**config.mk**
```make
export PLATFORM = sky130hd
export DESIGN_NAME = inst_fetch_queue
export DESIGN_NICKNAME = d
export VERILOG_FILES = /design/src/rtl/inst_fetch_queue.sv
export SDC_FILE = /design/constraint.sdc
export NUM_CORES = 1
export LEC_CHECK = 0
export CORE_MARGIN = 2
export CORE_UTILIZATION = 63
export CTS_BUF_LIST = sky130_fd_sc_hd__clkbuf_8 sky130_fd_sc_hd__clkbuf_16
export CTS_CLUSTER_SIZE = 10
export DETAILED_ROUTE_END_ITERATION = 10
export DONT_BUFFER_PORTS = 1
export PLACE_DENSITY = 0.89
export REMOVE_ABC_BUFFERS = 1
export SLEW_MARGIN = 20
export SYNTH_ARGS = -nofsm -noshare
export SYNTH_HDL_FRONTEND = slang
export SYNTH_SLANG_ARGS = --single-unit
```
**constraint.sdc**
```tcl
create_clock -name clock -period 3.2 [get_ports clock]
set_input_delay 0.64 -clock clock [delete_from_list [all_inputs] [get_ports clock]]
set_output_delay 0.64 -clock clock [all_outputs]
set_load 0.01 [all_outputs]
```
**src/rtl/inst_fetch_queue.sv**
```systemverilog
// ---------------------------------------------------------------------------
// inst_fetch_queue
//
// Decoupling buffer between instruction_memory and the decode stage. Each
// accepted fetch address is remembered for one cycle (pend/pend_pc). The
// synchronous memory returns the instruction word in the following cycle, and
// the {pc, inst} pair is pushed into a small FIFO. Decode drains the FIFO
// through a valid/ready handshake. stall_fetch holds the pc register whenever
// the queue could not absorb another response. A flush (branch redirect)
// discards everything queued or in flight, but still accepts the redirect
// target that is presented in the same cycle.
//
// Ports
//   clock        rising-edge clock shared with pc and instruction_memory
//   reset        synchronous, active-high
//   req_valid    a fetch address is presented to the memory this cycle
//   req_pc       that address
//   inst         memory read data, belonging to the previous accepted request
//   flush        branch redirect; empties the queue and drops the pending fetch
//   stall_fetch  pc must hold; a request presented while high is ignored
//   out_valid    head entry is valid
//   out_pc       address of the head entry
//   out_inst     instruction word of the head entry
//   out_ready    decode consumes the head entry when out_valid is also high
//   count        number of occupied entries
// ---------------------------------------------------------------------------
`ifndef PC_ADDR_WIDTH
`define PC_ADDR_WIDTH 32
`endif
`ifndef DATA_WIDTH
`define DATA_WIDTH 32
`endif

module inst_fetch_queue #(
    parameter int PC_W   = `PC_ADDR_WIDTH,
    parameter int DATA_W = `DATA_WIDTH,
    parameter int DEPTH  = 4
) (
    input  logic                       clock,
    input  logic                       reset,
    input  logic                       req_valid,
    input  logic [PC_W-1:0]            req_pc,
    input  logic [DATA_W-1:0]          inst,
    input  logic                       flush,
    output logic                       stall_fetch,
    output logic                       out_valid,
    output logic [PC_W-1:0]            out_pc,
    output logic [DATA_W-1:0]          out_inst,
    input  logic                       out_ready,
    output logic [$clog2(DEPTH+1)-1:0] count
);

    localparam int AW = $clog2(DEPTH);
    localparam int CW = $clog2(DEPTH+1);

    // Entry storage, pointers and occupancy.
    logic [PC_W-1:0]   pc_mem   [DEPTH];
    logic [DATA_W-1:0] inst_mem [DEPTH];
    logic [AW-1:0]     rd_ptr_reg;
    logic [AW-1:0]     wr_ptr_reg;
    logic [CW-1:0]     count_reg;

    // Outstanding memory read issued in the previous cycle.
    logic              pend_reg;
    logic [PC_W-1:0]   pend_pc_reg;

    logic              acc;
    logic              push;
    logic              pop;
    logic [CW:0]       credit_used;

    // Credits are counted against entries already stored plus the response
    // still in flight, so a push can never find the FIFO full. During a flush
    // the queue is about to be emptied, so the redirect target is always taken.
    always_comb begin
        credit_used = {1'b0, count_reg} + {{CW{1'b0}}, pend_reg};
        stall_fetch = ~flush & (credit_used >= (CW+1)'(DEPTH));
        acc         = req_valid & ~stall_fetch;
        push        = pend_reg & ~flush;
        pop         = (count_reg != '0) & out_ready & ~flush;
    end

    assign out_valid = (count_reg != '0);
    assign out_pc    = pc_mem[rd_ptr_reg];
    assign out_inst  = inst_mem[rd_ptr_reg];
    assign count     = count_reg;

    // Pending-response tracker: reset drops a fetch in flight; a flush does not
    // block the redirect target from becoming the new pending fetch.
    always_ff @(posedge clock) begin
        if (reset) begin
            pend_reg    <= 1'b0;
            pend_pc_reg <= '0;
        end else begin
            pend_reg    <= acc;
            pend_pc_reg <= req_pc;
        end
    end

    // Pointers and occupancy.
    always_ff @(posedge clock) begin
        if (reset || flush) begin
            rd_ptr_reg <= '0;
            wr_ptr_reg <= '0;
            count_reg  <= '0;
        end else begin
            if (push) begin
                wr_ptr_reg <= wr_ptr_reg + AW'(1);
            end
            if (pop) begin
                rd_ptr_reg <= rd_ptr_reg + AW'(1);
            end
            case ({push, pop})
                2'b10:   count_reg <= count_reg + CW'(1);
                2'b01:   count_reg <= count_reg - CW'(1);
                default: count_reg <= count_reg;
            endcase
        end
    end

    // Storage: cleared on reset so the head slot reads zero afterwards.
    always_ff @(posedge clock) begin
        if (reset) begin
            for (int i = 0; i < DEPTH; i++) begin
                pc_mem[i]   <= '0;
                inst_mem[i] <= '0;
            end
        end else if (push) begin
            pc_mem[wr_ptr_reg]   <= pend_pc_reg;
            inst_mem[wr_ptr_reg] <= inst;
        end
    end

endmodule

```
==> flow_summary_export.csv, run 1 <==
group,metric,value,unit
cts,cts-resized-gates,0,
power_and_ir_drop,leakagePower,5.12,nW
floorplanning,die_area,20700,um^2
critical_path,r2r_slack,1.05,ns
critical_path,crit_arrival,2.07,ns
global_route,grt_pass1_wl,36900,um
critical_path,regToRegEndpoint,"count[2]",
place,port_buffers,0,
synthesis,ys_warn_count,0,
sta,clock.fmax,369,MHz
floorplanning,core,19300,um^2
route,routed.top_layer,"met5",
critical_path,slowest_delay,0.64,ns
job,max_cap_violations,0,
cts,root_buffer,"clkbuf_16",
critical_path,crit_path_start_kind,"flip-flop",
synthesis,yosysUniqueCellTypes,33,
global_route,antenna_found_initial,2,
critical_path,reg2regPathDepth,8,
route,drt_iter0_drc,412,
finish,final_cells,1030,
power_and_ir_drop,combPwrFrac,0.034,
sta,fin_crit,2.71,ns
global_route,grt_start_max_net_pins,129,
critical_path,path_buf_inv,1,
cts,cts.htree.levels,2,
sta,final-setup-viol-count,0,
synthesis,synth_area,12400,um^2
power_and_ir_drop,power.total,0.00814,W
power_and_ir_drop,power.density,597,nW/um^2
power_and_ir_drop,ir_drop,0.452,mV
min_path,hold_depth,1,
route,wl_per_cell,23.5,um
finish,drive_gt1_frac,0.169,
critical_path,r2r_start,"count[2]",
synthesis,synth-seq-area-share,0.690,
min_path,min_path_type,"input port to flip-flop",
route,drc,0,
place,place_congestion,0.801,
cts,clk-insertion-delay-late,0.49,ns
critical_path,cp_top_family,"flip-flops",
cts,postCtsSetupBuffers,0,
floorplanning,ios,138,
sta,worstMarginPinSlew,0.963,ns
place,dp_hpwl,13700,um
critical_path,crit_chain,"buf_12, mux4_2",
route,wl_met2,12300,um
sta,rsz0062_at_grt,"false",
global_route,grt_overflow,0,
critical_path,cp_max_fo,27,
finish,synthToLayoutAreaGrowth,10.4,%
critical_path,critical_path_required,2.56,ns
global_route,grtUsageTotal,0.238,
route,dr_wl_met3,2120,um
sta,min_period_over_period,0.846,
finish,nets,816,
power_and_ir_drop,pwr-share-seq,0.545,
cts,path_clk_slew,0.06,ns
sta,skew,0.0148,ns
route,detail-route-antenna-nets,0,
route,wl_met1,9230,um
sta,slew_violations,0,
route,num_vias,6203,
critical_path,path_class,"flip-flop to output pin",
sta,fin_setup_tns,0,ns
cts,cts_sinks,298,
synthesis,synthFlopType,"edfxtp_1",
outcome,status,"completed",
critical_path,crit_path_end_kind,"output pin",
sta,final_hold_viol_count,0,
synthesis,postSynthAreaPerCell,16.5,um^2
place,dpl.cell_count,972,
global_route,grt_pass1_vias,6653,
min_path,hold_start,"reset",
route,routed_wirelength,24200,um
floorplanning,die_h,144,um
route,via_per_inst,6.02,
floorplanning,initial_core_util,0.639,
power_and_ir_drop,switching_share,0.198,
power_and_ir_drop,internal-power,0.00653,W
power_and_ir_drop,clkPwrFrac,0.421,
synthesis,synth_edf_count,256,
power_and_ir_drop,p_switching,0.00161,W
synthesis,async_flop_share,0,
cts,clockBufferDepth,3,
synthesis,syn_inst,748,
cts,cts_buffers,35,
finish,diodes,0,
sta,slew_headroom,0.358,
synthesis,synth_seq_cells,298,
route,dr.pass1.iters,5,
cts,holdBufCountCts,0,
floorplanning,rows,51,
floorplanning,die_w,144,um
min_path,hold_path_end,"pend_pc_reg[6]",
critical_path,slowest_stage,"dfxtp_4",
cts,cts_tree,"done",
## per-layer routing
| metal | track usage | vias up |
|---|---|---|
| met5 | 0 | - |
| met3 | 0.0692 | 49 |
| met4 | 0.0614 | 4 |
| li1 | - | 2754 |
| met2 | 0.398 | 242 |
| met1 | 0.309 | 3154 |
## synthesized netlist by cell type (all sizes together), types with 4 or more instances
cell type  number  area (um^2)
and3           65          407
dfxtp          42          841
clkbuf         25         98.9
nor2b          32          200
nor2           11         41.3
inv             5         18.8
xor2            4         35.0
edfxtp        256         7690
buf            30          191
and2          192         1200
mux4           64         1440
## per-stage QoR
stage / area, um^2 / worst slack (ns) / utilization / hold WS (ns)
CTS: 13600 / 0.441 / 0.704 / 0.197
global placement: 12600 / 0.959 / 0.652 / 0.511
detailed placement: 12600 / 0.900 / 0.652 / 0.535
floorplan: 12100 / -1.15 / - / 0.485
global route: 13600 / 0.381 / 0.705 / 0.198
finish: 13600 / 0.492 / 0.705 / 0.212
## power by group through the flow
stage	clock [W]	combinational, W	sequential [W]
after floorplan	0	0.000193	0.00449
after global placement	0	0.000271	0.00450
after detailed placement	0	0.000281	0.00452
after CTS	0.00348	0.000282	0.00444
after global routing	0.00362	0.000300	0.00445
final	0.00343	0.000279	0.00444
## worst max path at each step
stage                     cells after the start        endpoint  slack (ns)
final                                         2    out_inst[12]        0.49
after global routing                          2     out_inst[9]        0.38
after CTS                                     2     out_inst[9]        0.44
after detailed placement                      8        count[2]        0.90
after global placement                        8        count[2]        0.96
after floorplan                               3  inst_mem[1][0]       -1.15
## kinds of logic after synthesis
logic type,Yosys count,synth area share
XOR/XNOR,6,0.00425
flip-flops,298,0.690
AND/OR/NAND/NOR,309,0.156
multiplexers,64,0.117
adder cells (fa/ha/maj),2,0.00263
buffers and inverters,60,0.0250
AO/OA/AOI/OAI,9,0.00506
## cell usage in the layout, fill, tap and decap left out, drive strengths merged, types with 2 or more instances in the layout
master / Yosys / routed
or3: 2 / 2
dfxtp: 42 / 42
nor2: 11 / 11
buf: 30 / 15
a31o: 2 / 2
a21oi: 2 / 2
edfxtp: 256 / 256
and3: 65 / 65
mux4: 64 / 64
nor3b: 2 / 2
clkbuf: 25 / 37
xor2: 4 / 4
or2: 2 / 2
xnor2: 2 / 2
nor2b: 32 / 32
inv: 5 / 25
and2: 192 / 192
## layout make-up
class / instances / area [um^2]
Sequential cell: 298 / 8540
Fill cell: 1228 / 5700
Multi-Input combinational cell: 390 / 3560
Clock buffer: 37 / 926
Tap cell: 265 / 332
Timing Repair Buffer: 15 / 188
Clock inverter: 20 / 75.1
Inverter: 5 / 18.8
Power figures use the tool's default switching activity.
==> run 2, diff against run 1 <==
- clock period: 3.2 -> 2.8 ns (I/O delays scaled with it)
==> run 2 against run 1 <==
  * Hold slack worse by 0.073 ns
  * Highest routed layer unchanged
  * Die area stayed put
  * Via count is 1.2% higher
  * Global-route usage is 0.11 points lower
  * Largest power group unchanged
  * Non-clock buffer count is 2 lower
  * Core utilization stayed put
  * Sequential cell count stayed put
  * Critical path depth stayed put
==> flow_summary_export.csv, run 2 (synthesized netlist as in run 1, its figures left out) <==
group,metric,value,unit
critical_path,path_class,"flip-flop to output pin",
critical_path,path_buf_inv,1,
critical_path,cp_max_fo,35,
critical_path,crit_chain,"buf_12, mux4_2",
sta,worstMarginPinSlew,0.743,ns
route,wl_per_cell,23.1,um
sta,setup_ws,0.379,ns
power_and_ir_drop,power.total,0.00922,W
floorplanning,ios,138,
global_route,grtUsageTotal,0.237,
finish,final.fill_count,1200,
cts,cts_buffers,35,
cts,cts_sinks,298,
finish,final_common_cell,"edfxtp_1",
sta,final-setup-viol-count,0,
route,drc,0,
finish,final_cell_mix,"edfxtp_1, and2_1, mux4_2, and3_1, dfxtp_1",
global_route,top_usage_layer,"met2",
global_route,grt_pass1_wl,36500,um
floorplanning,rows,51,
route,detail-route-antenna-nets,0,
cts,postCtsSetupBuffers,0,
place,place_congestion,0.786,
route,drt_iter0_drc,483,
critical_path,crit_path_start_kind,"flip-flop",
critical_path,cp_top_family,"multiplexers",
cts,cts_tree,"done",
global_route,use_met3,0.0715,
route,routed_wirelength,23800,um
finish,regArea,8540,um^2
finish,diodes,0,
power_and_ir_drop,switching_share,0.201,
route,dr.pass1.iters,4,
cts,holdBufCountCts,0,
power_and_ir_drop,p_switching,0.00185,W
global_route,met2_usage,0.387,
sta,final_hold_viol_count,0,
job,max_cap_violations,0,
global_route,antenna_found_initial,2,
min_path,min_path_type,"input port to flip-flop",
critical_path,slowest_delay,0.63,ns
place,place_area,12700,um^2
power_and_ir_drop,clkPwrFrac,0.415,
cts,cts.htree.levels,2,
floorplanning,die_area,20700,um^2
global_route,grt_overflow,0,
sta,fin_crit,2.42,ns
finish,drive_gt1_frac,0.164,
place,port_buffers,0,
global_route,grt_start_max_net_pins,129,
place,dp_hpwl,12600,um
sta,slew_headroom,0.505,
floorplanning,die_w,144,um
finish,final_area,13600,um^2
critical_path,slowest_stage,"mux4_2",
power_and_ir_drop,ir_drop,0.555,mV
floorplanning,die_h,144,um
finish,multi_input_comb_area,3560,um^2
cts,clockBufferDepth,3,
route,via_per_inst,6.08,
power_and_ir_drop,power.density,676,nW/um^2
power_and_ir_drop,internal-power,0.00737,W
sta,timing.hold.ws,0.139,ns
sta,skew,0.0114,ns
floorplanning,initial_core_util,0.639,
sta,rsz0062_at_grt,"false",
critical_path,crit_path_end_kind,"output pin",
floorplanning,core,19300,um^2
critical_path,critical_path_required,2.24,ns
global_route,grt_pass1_vias,6623,
power_and_ir_drop,pwr-share-seq,0.549,
cts,path_clk_slew,0.05,ns
place,dp_slack,0.579,ns
route,num_vias,6275,
finish,synthToLayoutAreaGrowth,10.4,%
finish,final_util,0.705,
sta,slew_violations,0,
cts,clk-insertion-delay-late,0.49,ns
critical_path,crit_arrival,1.86,ns
power_and_ir_drop,leakagePower,5.13,nW
power_and_ir_drop,combPwrFrac,0.036,
outcome,status,"completed",
sta,clock.fmax,413,MHz
cts,cts-resized-gates,0,
finish,nets,814,
global_route,use_met1,0.313,
cts,root_buffer,"clkbuf_16",
sta,min_period_over_period,0.865,
-- run 2: changes by cell type in the layout (fill, tap and decap cells not counted), sizes merged --
cell    before  now
inv         25   31
buf         15   13
clkbuf      37   35
-- run 2: power groups by stage --
stage | combinational (W) | clock [W] | sequential [W]
finish | 0.000329 | 0.00383 | 0.00506
global route | 0.000353 | 0.00408 | 0.00508
CTS | 0.000334 | 0.00390 | 0.00507
detailed placement | 0.000332 | 0 | 0.00515
global placement | 0.000327 | 0 | 0.00513
floorplan | 0.000220 | 0 | 0.00513
-- run 2: per-layer routing --
metal / share of wire / routed length (um)
met1: 0.38 / 9070
met2: 0.51 / 12100
met3: 0.093 / 2220
met4: 0.016 / 376
met5: 0.0011 / 27
-- run 2: per-stage QoR --
| step | instances | setup TNS [ns] |
|---|---|---|
| after CTS | 1032 | 0 |
| after detailed placement | 971 | 0 |
| after floorplan | 693 | -324.00 |
| after global routing | 1032 | 0 |
| final | 1032 | 0 |
| after global placement | 971 | 0 |
-- run 2: cell type report --
cell class | instances | share of cell area
Clock buffer | 35 | 0.0642
Clock inverter | 26 | 0.00752
Inverter | 5 | 0.00138
Multi-Input combinational cell | 390 | 0.261
Sequential cell | 298 | 0.626
Tap cell | 265 | 0.0243
Timing Repair Buffer | 13 | 0.0154
-- run 2: path summary, 6_finish.rpt --
path	startpoint	to	slack [ns]	cells past startpoint
min reg2reg	pend_pc_reg[10]	pc_mem[3][10]	0.55	1
min	reset	pend_pc_reg[6]	0.14	1
max reg2reg	count[0]	count[2]	0.72	8
max	flip-flop	out_pc[17]	0.38	2
-- run 2: worst reg2reg max path, cell delays in order, from the launching register on --
cell	delay (ns)
dfxtp_1	0.48
o31ai_1	0.16
nor2_1	0.11
ha_1	0.19
inv_1	0.06
fa_1	0.38
xor2_1	0.16
or3_1	0.32
a21oi_1	0.15
